<file path="src/rtl/serial_sum_collector_if.sv">
// Bit-stream and result handshake bundle for serial_sum_collector.
// slave is the collector side and master is the producer/consumer side.
interface serial_sum_collector_if #(
  parameter int WIDTH = 8,
  parameter int CNT_W = 4
);
  logic             bit_valid;
  logic             start;
  logic             s_in;
  logic             c_in;
  logic             res_ready;
  logic             err_clr;
  logic             res_valid;
  logic [WIDTH-1:0] res_sum;
  logic             res_cout;
  logic             busy;
  logic [CNT_W-1:0] bit_cnt;
  logic             frame_err;
  logic             overrun;

  modport slave (
    input  bit_valid, start, s_in, c_in, res_ready, err_clr,
    output res_valid, res_sum, res_cout, busy, bit_cnt, frame_err, overrun
  );

  modport master (
    output bit_valid, start, s_in, c_in, res_ready, err_clr,
    input  res_valid, res_sum, res_cout, busy, bit_cnt, frame_err, overrun
  );
endinterface

</file>
<file path="src/rtl/serial_sum_collector.sv">
// Deserializes an LSB-first sum stream into a word; res_valid rises the cycle after the last bit.
// Backpressure: a word completing while the result is held unaccepted is dropped and flags overrun.
module serial_sum_collector #(
  parameter int WIDTH = 8,
  parameter int CNT_W = 4
) (
  input  logic                  i_clk,
  input  logic                  reset,
  serial_sum_collector_if.slave bus
);

  typedef enum logic {IDLE, COLLECT} state_t;

  state_t           state_q, state_d;
  logic [WIDTH-1:0] shift_q, shift_d;
  logic [CNT_W-1:0] cnt_q, cnt_d;
  logic             vld_q, vld_d;
  logic [WIDTH-1:0] sum_q, sum_d;
  logic             cout_q, cout_d;
  logic             ferr_q, ferr_d;
  logic             ovr_q, ovr_d;

  logic             complete;
  logic             ferr_set;
  logic             ovr_set;
  logic [WIDTH-1:0] first_word;
  logic [WIDTH-1:0] shifted;

  assign first_word = {bus.s_in, {(WIDTH-1){1'b0}}};
  assign shifted    = {bus.s_in, shift_q[WIDTH-1:1]};

  always_comb begin
    state_d  = state_q;
    shift_d  = shift_q;
    cnt_d    = cnt_q;
    complete = 1'b0;
    ferr_set = 1'b0;
    case (state_q)
      IDLE: begin
        if (bus.bit_valid && bus.start) begin
          shift_d = first_word;
          cnt_d   = CNT_W'(1);
          state_d = COLLECT;
        end
      end
      COLLECT: begin
        if (bus.bit_valid) begin
          if (bus.start) begin
            // A fresh start mid-word abandons the partial word.
            ferr_set = 1'b1;
            shift_d  = first_word;
            cnt_d    = CNT_W'(1);
          end else if (cnt_q == CNT_W'(WIDTH - 1)) begin
            complete = 1'b1;
            shift_d  = shifted;
            cnt_d    = '0;
            state_d  = IDLE;
          end else begin
            shift_d = shifted;
            cnt_d   = cnt_q + CNT_W'(1);
          end
        end
      end
      default: state_d = IDLE;
    endcase
  end

  always_comb begin
    vld_d   = vld_q;
    sum_d   = sum_q;
    cout_d  = cout_q;
    ovr_set = 1'b0;
    if (complete) begin
      if (!vld_q || bus.res_ready) begin
        vld_d  = 1'b1;
        sum_d  = shifted;
        cout_d = bus.c_in;
      end else begin
        ovr_set = 1'b1;
      end
    end else if (vld_q && bus.res_ready) begin
      vld_d = 1'b0;
    end
    // A new error in the clearing cycle keeps its flag set.
    ferr_d = ferr_set | (ferr_q & ~bus.err_clr);
    ovr_d  = ovr_set  | (ovr_q  & ~bus.err_clr);
  end

  always_ff @(posedge i_clk) begin
    if (reset) begin
      state_q <= IDLE;
      shift_q <= '0;
      cnt_q   <= '0;
      vld_q   <= 1'b0;
      sum_q   <= '0;
      cout_q  <= 1'b0;
      ferr_q  <= 1'b0;
      ovr_q   <= 1'b0;
    end else begin
      state_q <= state_d;
      shift_q <= shift_d;
      cnt_q   <= cnt_d;
      vld_q   <= vld_d;
      sum_q   <= sum_d;
      cout_q  <= cout_d;
      ferr_q  <= ferr_d;
      ovr_q   <= ovr_d;
    end
  end

  assign bus.res_valid = vld_q;
  assign bus.res_sum   = sum_q;
  assign bus.res_cout  = cout_q;
  assign bus.busy      = (state_q == COLLECT);
  assign bus.bit_cnt   = cnt_q;
  assign bus.frame_err = ferr_q;
  assign bus.overrun   = ovr_q;

endmodule

</file>
<file path="src/flat_wrapper.sv">
// flat-port wrapper written by rule: the top's interface ports become plain ports
module serial_sum_collector_flat 
#(
  parameter int WIDTH = 8,
  parameter int CNT_W = 4
)
  (i_clk, reset, bus_bit_valid, bus_start, bus_s_in, bus_c_in, bus_res_ready, bus_err_clr, bus_res_valid, bus_res_sum, bus_res_cout, bus_busy, bus_bit_cnt, bus_frame_err, bus_overrun);
  serial_sum_collector_if #(.WIDTH(WIDTH), .CNT_W(CNT_W)) bus_i ();
  input  logic i_clk;
  input  logic reset;
  input wire logic [$bits(bus_i.bit_valid)-1:0] bus_bit_valid;
  input wire logic [$bits(bus_i.start)-1:0] bus_start;
  input wire logic [$bits(bus_i.s_in)-1:0] bus_s_in;
  input wire logic [$bits(bus_i.c_in)-1:0] bus_c_in;
  input wire logic [$bits(bus_i.res_ready)-1:0] bus_res_ready;
  input wire logic [$bits(bus_i.err_clr)-1:0] bus_err_clr;
  output wire logic [$bits(bus_i.res_valid)-1:0] bus_res_valid;
  output wire logic [$bits(bus_i.res_sum)-1:0] bus_res_sum;
  output wire logic [$bits(bus_i.res_cout)-1:0] bus_res_cout;
  output wire logic [$bits(bus_i.busy)-1:0] bus_busy;
  output wire logic [$bits(bus_i.bit_cnt)-1:0] bus_bit_cnt;
  output wire logic [$bits(bus_i.frame_err)-1:0] bus_frame_err;
  output wire logic [$bits(bus_i.overrun)-1:0] bus_overrun;
  assign bus_i.bit_valid = bus_bit_valid;
  assign bus_i.start = bus_start;
  assign bus_i.s_in = bus_s_in;
  assign bus_i.c_in = bus_c_in;
  assign bus_i.res_ready = bus_res_ready;
  assign bus_i.err_clr = bus_err_clr;
  assign bus_res_valid = bus_i.res_valid;
  assign bus_res_sum = bus_i.res_sum;
  assign bus_res_cout = bus_i.res_cout;
  assign bus_busy = bus_i.busy;
  assign bus_bit_cnt = bus_i.bit_cnt;
  assign bus_frame_err = bus_i.frame_err;
  assign bus_overrun = bus_i.overrun;
  serial_sum_collector #(.WIDTH(WIDTH), .CNT_W(CNT_W)) u_core (.i_clk(i_clk), .reset(reset), .bus(bus_i));
endmodule
</file>
<file path="config.mk">
export PLATFORM = sky130hd
export DESIGN_NAME = serial_sum_collector_flat
export DESIGN_NICKNAME = d
export VERILOG_FILES = /design/src/rtl/serial_sum_collector_if.sv /design/src/rtl/serial_sum_collector.sv /design/src/flat_wrapper.sv
export SDC_FILE = /design/constraint.sdc
export NUM_CORES = 1
export LEC_CHECK = 0
export CAP_MARGIN = 10
export CORE_MARGIN = 8
export CORE_UTILIZATION = 39
export CTS_BUF_LIST = sky130_fd_sc_hd__clkbuf_16
export CTS_CLUSTER_DIAMETER = 200
export DETAILED_ROUTE_END_ITERATION = 8
export PLACE_DENSITY = 0.66
export SLEW_MARGIN = 0
export SYNTH_ARGS = -nofsm -noshare
export SYNTH_HDL_FRONTEND = slang
export SYNTH_SLANG_ARGS = --single-unit
export TNS_END_PERCENT = 50
</file>
<file path="constraint.sdc">
create_clock -name i_clk -period 2.1 [get_ports i_clk]
set_clock_uncertainty 0.05 [all_clocks]
set_input_delay 0.525 -clock i_clk [delete_from_list [all_inputs] [get_ports i_clk]]
set_output_delay 0.525 -clock i_clk [all_outputs]
set_load 0.01 [all_outputs]
</file>
# == Word level (Yosys, flattened, before mapping) ==
# Cells that the tools add are included.
# Widths: inputs -> output; s select.
# word_totals
ff_bits,25
output_inout_bits,17
wordCells,53
# classes
addsub,1
eq_ne,4
mux,26
n_bitwise,6
reduce_logical,8
# ops
operator,n
$mux 1,16
$mux 4,4
$mux 8,2
$pmux 8 s2,1
$pmux 4 s2,1
$mux 7,1
$reduce_and 2->1,3
$add 4x1->4 const B,1
$eq 4x3->1 const B,1
$ne 2x2->1 const B,2
$and 1x1->1,2
$logic_and 1x1->1,2
$ne 2x1->1 const B,1
$not 1->1,2
$or 1x1->1,2
$pmux 1 s2,1
$reduce_bool 2->1,1
$logic_not 1->1,1
$logic_or 1x1->1,1

# == Logic depth before layout (Yosys ltp) ==
# Gate-level depths: netlist of run 1.
# depth
word_depth,7
mapped_depth,5

# == Worst setup path after synthesis of run 1 ==
# Ideal clock, no wire load.
# synth_path
path_kind,input to register
start,input bus_start
end,"register u_core.cout_q, in the netlist u_core.bus.res_cout"
setup_time_ps,72
arrival_time_ps,1363
slack_ps,616
path_stages,5
path_cell_list,and3b_1 -> buf_6 -> and4b_4 -> buf_6 -> mux2i_1
# synth_via
elab_chain_cells,4
# synth_lines
element,line_no,rtl
"start, declared",flat_wrapper.sv:12,input wire logic [$bits(bus_i.start)-1:0] bus_start;
$mux 1,serial_sum_collector.sv:48,if (bus.start) begin
$mux 1,serial_sum_collector.sv:47,if (bus.bit_valid) begin
$mux 1,serial_sum_collector.sv:38,case (state_q)
$reduce_and 2->1 (no source line),--,
"end signal, assigned",serial_sum_collector.sv:105,cout_q <= cout_d;
"end, declared",serial_sum_collector.sv:19,"logic cout_q, cout_d;"
# No other way between the ends.
# A chain may end at the register's enable or synchronous reset.

# == Final worst setup path of run 1 ==
# layout_path
start,"register u_core.state_q, in the netlist u_core.bus.busy"
end,output bus_busy
# layout_rtl
element,line_no,rtl
"start, declared",serial_sum_collector.sv:14,"state_t state_q, state_d;"
"start signal, assigned",serial_sum_collector.sv:100,state_q <= state_d;
"end, declared",flat_wrapper.sv:20,output wire logic [$bits(bus_i.busy)-1:0] bus_busy;
# No word-level cell between the ends.

==> results of run 1 <==
==> sequential cells by signal, summed over array words and instances (netlist names) <==
| signal | count |
|---|---|
| u_core.bus.res_cout | 1 |
| u_core.bus.res_valid | 1 |
| u_core.bus.res_sum | 8 |
| u_core.bus.frame_err | 1 |
| u_core.shift_q | 7 |
| u_core.bus.busy | 1 |
| u_core.bus.bit_cnt | 4 |
| u_core.bus.overrun | 1 |
==> power groups by stage <==
stage	Clock (W)	Combinational [W]	Sequential (W)
CTS	0.000418	0.0000648	0.000466
global route	0.000443	0.0000701	0.000466
global placement	0	0.0000638	0.000476
finish	0.000407	0.0000641	0.000466
detailed placement	0	0.0000647	0.000476
floorplan	0	0.0000286	0.000477
==> routing by layer <==
metal	part of all wire	GRT usage	vias to the layer above
met1	0.46	0.1200	382
met2	0.47	0.1472	14
met4	0.0076	0.05600	0
met3	0.055	0.02685	2
li1	-	-	405
met5	0	0	-
==> stage by stage <==
stage / cell area [sq um] / worst slack (ns) / instances / power [W]
3_3_place_gp: 1280 / 0.2034 / 154 / 0.0005393
2_1_floorplan: 996.0 / 0.6159 / 100 / 0.0005052
6_report: 1359 / 0.2640 / 158 / 0.0009365
3_5_place_dp: 1280 / 0.1771 / 154 / 0.0005407
4_1_cts: 1359 / 0.2532 / 158 / 0.0009484
5_1_grt: 1359 / 0.2034 / 158 / 0.0009794
==> final timing paths <==
path,start,to,slack [ns],depth (start not counted)
setup / recovery,u_core.bus.busy,bus_busy,0.26,1
hold / removal,u_core.bus.overrun,u_core.bus.overrun,0.41,2
setup reg to reg,u_core.bus.bit_cnt[0],u_core.bus.res_sum[3],0.60,3
hold reg to reg,u_core.bus.overrun,u_core.bus.overrun,0.41,2
==> cell families (layout without fill, tap and decap cells) <==
| group | count (synthesis) | after routing | share of synthesized area |
|---|---|---|---|
| AO/OA/AOI/OAI | 19 | 19 | 0.1382 |
| multiplexers | 10 | 10 | 0.1005 |
| buffers and inverters | 8 | 36 | 0.04648 |
| adder cells (fa/ha/maj) | 1 | 1 | 0.01256 |
| flip-flops | 24 | 24 | 0.4824 |
| AND/OR/NAND/NOR | 38 | 38 | 0.2198 |
==> area by class of cell <==
| type | instances | area, sq um | share of cell area |
|---|---|---|---|
| Clock inverter | 1 | 3.754 | 0.002762 |
| Sequential cell | 24 | 480.5 | 0.3536 |
| Clock buffer | 3 | 75.07 | 0.05525 |
| Multi-Input combinational cell | 68 | 469.2 | 0.3453 |
| Tap cell | 30 | 37.54 | 0.02762 |
| Inverter | 2 | 7.507 | 0.005525 |
| Timing Repair Buffer | 30 | 285.3 | 0.2099 |
==> cell usage in the layout (no fill, tap or decap), types with 2 or more instances in the layout <==
cell,Yosys,routed
nor2_1,10,10
inv_1,2,2
nor2b_1,3,3
clkdlybuf4s50_1,0,24
mux2i_1,10,10
nand4_1,2,2
a22oi_1,7,7
nand2b_1,18,18
a311oi_1,2,2
clkbuf_16,0,3
a21oi_1,4,4
dfxtp_1,24,24
buf_4,0,6
==> run_results.csv, run 1 <==
group,metric,value,unit
synth,ys.flop_type,"dfxtp_1",
routing,wire_per_inst,12.47,microns
power_and_ir_drop,pwr-share-clk,0.434,
placed_design,dpl.hpwl,1418,microns
floorplan,die_h,66.54,microns
cts,cts-root-buf,"clkbuf_16",
synth,yosys-top-cells-area,"dfxtp_1 (48%), nand2b_1 (11%), mux2i_1 (10%)",
synth,ys_ff_latch,24,
critical_path,worstPathArrival,1.26,ns
cts,cts_buffers,3,
synth,syn_avg_cell_area,9.960,sq um
routing,antenna_left,0,
global_routing,grt_max_degree,26,
sta,finalSetupViolCount,0,
critical_path,cp.required,1.52,ns
sta,rsz0062_at_grt,"false",
critical_path,path_cells,"clkdlybuf4s50_1",
critical_path,slowest_delay,0.58,ns
sta,slew_headroom,0.8166,
synth,synth_edf_count,0,
synth,yosysMostFrequentCell,"dfxtp_1",
critical_path,critPathBufInv,1,
routing,viasPerCell,5.082,
cts,h-tree-depth,1,
global_routing,overflow,0,
critical_path,critPathTopFamily,"buffers and inverters",
power_and_ir_drop,power_frac_seq,0.497,
power_and_ir_drop,cellPowerDensity,689.2,nW/um^2
final_layout,n_fill_cell,235,
routing,drt_iter0_drc,16,
final_layout,utilization,0.5535,
final_layout,antenna_cells,0,
final_layout,syn_to_final_growth,36.43,%
critical_path,crit_path_start_kind,"flip-flop",
critical_path,critPathMaxFanout,6,
critical_path,crit_type,"flip-flop to output pin",
power_and_ir_drop,p_int,0.0007512,W
floorplan,num_io_pins,25,
cts,hold_buffers,0,
sta,min_period_over_period,0.8743,
synth,ys_seq_area_frac,0.4824,
sta,maxSlewViolCount,0,
sta,tightestPinTransition,0.2745,ns
critical_path,crit_path_end_kind,"output pin",
global_routing,grt_pass1_vias,765,
power_and_ir_drop,p_sw_frac,0.1979,
power_and_ir_drop,p_switching,0.0001853,W
final_layout,nNetsFinal,138,
synth,synth.yosys.warnings,0,
placed_design,gp_congestion,0.7334,
global_routing,antenna_found_initial,0,
sta,hold_violations,0,
global_routing,grt_pass1_wl,3387,microns
routing,wl,1971,microns
floorplan,initial_core_util,0.4057,
cts,cts_resized,0,
synth,synthTopCellsByCount,"dfxtp_1 (24), nand2b_1 (18), mux2i_1 (10), nor2_1 (10), a22oi_1 (7)",
global_routing,grtUsageTotal,0.09700,
power_and_ir_drop,ir_drop,0.4600,mV
synth,synth_top_area_cell,"dfxtp_1",
synth,synth_async_sr_flop_share,0,
cts,cts_num_sinks,24,
hold_path,holdCritPathClass,"flip-flop to flip-flop",
placed_design,portBuffers,24,
synth,netlist_instances,100,
sta,max_freq,544.7,MHz
routing,drc,0,
synth,synth_top_area_share,0.4824,
synth,synthesis.nets,109,
synth,synth.distinct_cells,25,
cts,cts_tree,"done",
floorplan,core_area,2455,sq um
cts,path_clk_slew,0.06,ns
run,max-cap-violations,0,
cts,clockBufferDepth,2,
floorplan,die-width,66.54,microns
floorplan,die-area,4427,sq um
power_and_ir_drop,p_comb_frac,0.068,
sta,period_needed,1.836,ns
routing,dr.pass1.iters,4,
sta,tns,0,ns
routing,vias,803,
status,outcome,"finished, final reports clean",
sta,fin_hold_ws,0.4095,ns
cts,postCtsSetupRepairBufs,0,
floorplan,rows,18,
power_and_ir_drop,p_leak,0.4762,nW
critical_path,slowest_stage,"clkdlybuf4s50_1",
cts,insertion_delay,0.25,ns
synth,synth.cell_area,996.0,sq um
final_layout,drive_gt1_frac,0.08594,
No activity file was read; power rests on OpenSTA's default activity.
==> inputs of run 2 (changes only) <==
==> constraint.sdc (replaced) <==
create_clock -name i_clk -period 2.3 [get_ports i_clk]
set_clock_uncertainty 0.05 [all_clocks]
set_input_delay 0.575 -clock i_clk [delete_from_list [all_inputs] [get_ports i_clk]]
set_output_delay 0.575 -clock i_clk [all_outputs]
set_load 0.01 [all_outputs]
==> run 2 against run 1 <==
Via count fell by 4.0%. Highest routed layer unchanged. Clock power fell by 11%. Critical path depth did not move. First-iteration DRC count rose to 2.6 times the previous value. Cell area fell by 1.9%. Total power fell by 10%. Die area did not move. Combinational power fell by 15%.
==> run_results.csv, run 2 (synthesis results as in run 1) <==
group,metric,value,unit
final_layout,final_area,1333,sq um
floorplan,rows,18,
power_and_ir_drop,p_switching,0.0001619,W
power_and_ir_drop,power,0.0008417,W
status,outcome,"finished, final reports clean",
critical_path,r2r-end,"u_core.bus.res_sum[1]",
cts,path_clk_slew,0.06,ns
sta,slew_headroom,0.7067,
sta,tightestPinTransition,0.4399,ns
global_routing,grt_pass1_vias,728,
final_layout,n_fill_cell,215,
cts,clockBufferDepth,2,
cts,cts_tree,"done",
routing,wl,2003,microns
floorplan,die_h,66.54,microns
cts,cts_resized,0,
sta,period_needed,1.878,ns
final_layout,nNetsFinal,135,
routing,viasPerCell,5.006,
critical_path,critPathMaxFanout,6,
final_layout,utilization,0.5428,
cts,hold_buffers,0,
final_layout,final_cell_mix,"clkdlybuf4s50_1 (24), dfxtp_1 (24), nand2b_1 (18)",
critical_path,reg2reg_depth,3,
power_and_ir_drop,p_leak,0.4605,nW
power_and_ir_drop,p_comb_frac,0.065,
power_and_ir_drop,pwr-share-clk,0.430,
power_and_ir_drop,p_sw_frac,0.1924,
routing,dr.pass1.iters,4,
sta,max_freq,532.4,MHz
critical_path,critPathBufInv,1,
routing,vias,771,
cts,cts_num_sinks,24,
critical_path,crit_path_start_kind,"flip-flop",
critical_path,rrSetupSlack,0.77,ns
routing,antenna_left,0,
global_routing,overflow,0,
sta,worst_slack,0.4215,ns
critical_path,reg2reg_from,"u_core.bus.bit_cnt[0]",
floorplan,die-area,4427,sq um
routing,drt_iter0_drc,42,
critical_path,slowest_stage,"clkdlybuf4s50_1",
global_routing,grt_pass1_wl,3374,microns
critical_path,crit_path_end_kind,"output pin",
sta,maxSlewViolCount,0,
placed_design,portBuffers,24,
sta,tns,0,ns
sta,min_period_over_period,0.8167,
placed_design,gp_congestion,0.7397,
power_and_ir_drop,cellPowerDensity,631.7,nW/um^2
global_routing,grtUsageTotal,0.09752,
placed_design,dpl_worst_slack,0.2336,ns
cts,cts-root-buf,"clkbuf_16",
cts,postCtsSetupRepairBufs,0,
floorplan,core_area,2455,sq um
critical_path,worstPathArrival,1.25,ns
hold_path,hold_start,"u_core.bus.overrun",
critical_path,path_cells,"clkdlybuf4s50_1",
critical_path,worstSetupStartpoint,"u_core.bus.bit_cnt[0]",
floorplan,initial_core_util,0.4057,
sta,finalSetupViolCount,0,
hold_path,holdCritPathClass,"flip-flop to flip-flop",
power_and_ir_drop,ir_drop,0.3644,mV
cts,insertion_delay,0.25,ns
critical_path,critPathTopFamily,"buffers and inverters",
routing,drc,0,
sta,hold_violations,0,
final_layout,antenna_cells,0,
cts,cts_buffers,3,
cts,h-tree-depth,1,
power_and_ir_drop,p_int,0.0006798,W
final_layout,syn_to_final_growth,33.79,%
critical_path,cp.required,1.67,ns
global_routing,antenna_found_initial,0,
critical_path,slowest_delay,0.58,ns
hold_path,worstHoldPathCells,2,
final_layout,largest_reg_flops,8,
critical_path,crit_type,"flip-flop to output pin",
placed_design,placed_area,1257,sq um
floorplan,die-width,66.54,microns
routing,wire_per_inst,13.01,microns
hold_path,min_to,"u_core.bus.overrun",
global_routing,grt_max_degree,26,
power_and_ir_drop,power_frac_seq,0.505,
floorplan,num_io_pins,25,
placed_design,dpl.hpwl,1451,microns
final_layout,drive_gt1_frac,0.06452,
sta,rsz0062_at_grt,"false",
run,max-cap-violations,0,
-- run 2: layer usage --
layer,routed length [microns],vias to the layer above,track usage
li1,-,400,-
met5,0,-,0
met4,31,0,0.04800
met3,115,5,0.04195
met1,973,352,0.1262
met2,882,14,0.1339
-- run 2: worst max-delay path by stage --
stage	slack, ns	cells past startpoint	end
floorplan	0.77	5	u_core.bus.res_cout
global placement	0.26	4	u_core.bus.res_sum[5]
detailed placement	0.23	4	u_core.bus.res_sum[1]
CTS	0.42	1	bus_bit_cnt[2]
global route	0.38	1	bus_bit_cnt[0]
finish	0.42	1	bus_bit_cnt[0]
-- run 2: layout make-up --
class | instances | area, sq um | share of cell area
Multi-Input combinational cell | 68 | 469.2 | 0.3521
Tap cell | 30 | 37.54 | 0.02817
Timing Repair Buffer | 27 | 262.8 | 0.1972
Clock buffer | 3 | 75.07 | 0.05634
Inverter | 2 | 7.507 | 0.005634
Sequential cell | 24 | 480.5 | 0.3606
-- run 2: through the flow --
stage | instances | hold slack [ns]
2_1_floorplan | 100 | 0.4023
3_3_place_gp | 151 | 0.3995
3_5_place_dp | 151 | 0.4020
4_1_cts | 154 | 0.4104
5_1_grt | 154 | 0.4384
6_report | 154 | 0.4037
-- run 2: power groups by stage --
stage,Combinational [W],Clock [W],Sequential (W)
floorplan,0.0000262,0,0.000435
global placement,0.0000541,0,0.000434
detailed placement,0.0000547,0,0.000434
CTS,0.0000548,0.000374,0.000425
global route,0.0000599,0.000394,0.000426
finish,0.0000543,0.000362,0.000425
-- run 2: tightest hold or removal path, delay by kind of cell, from the launching register on --
family          cells  cell delay [ns]
compound gates      1             0.05
flops               1             0.31
simple gates        1             0.06
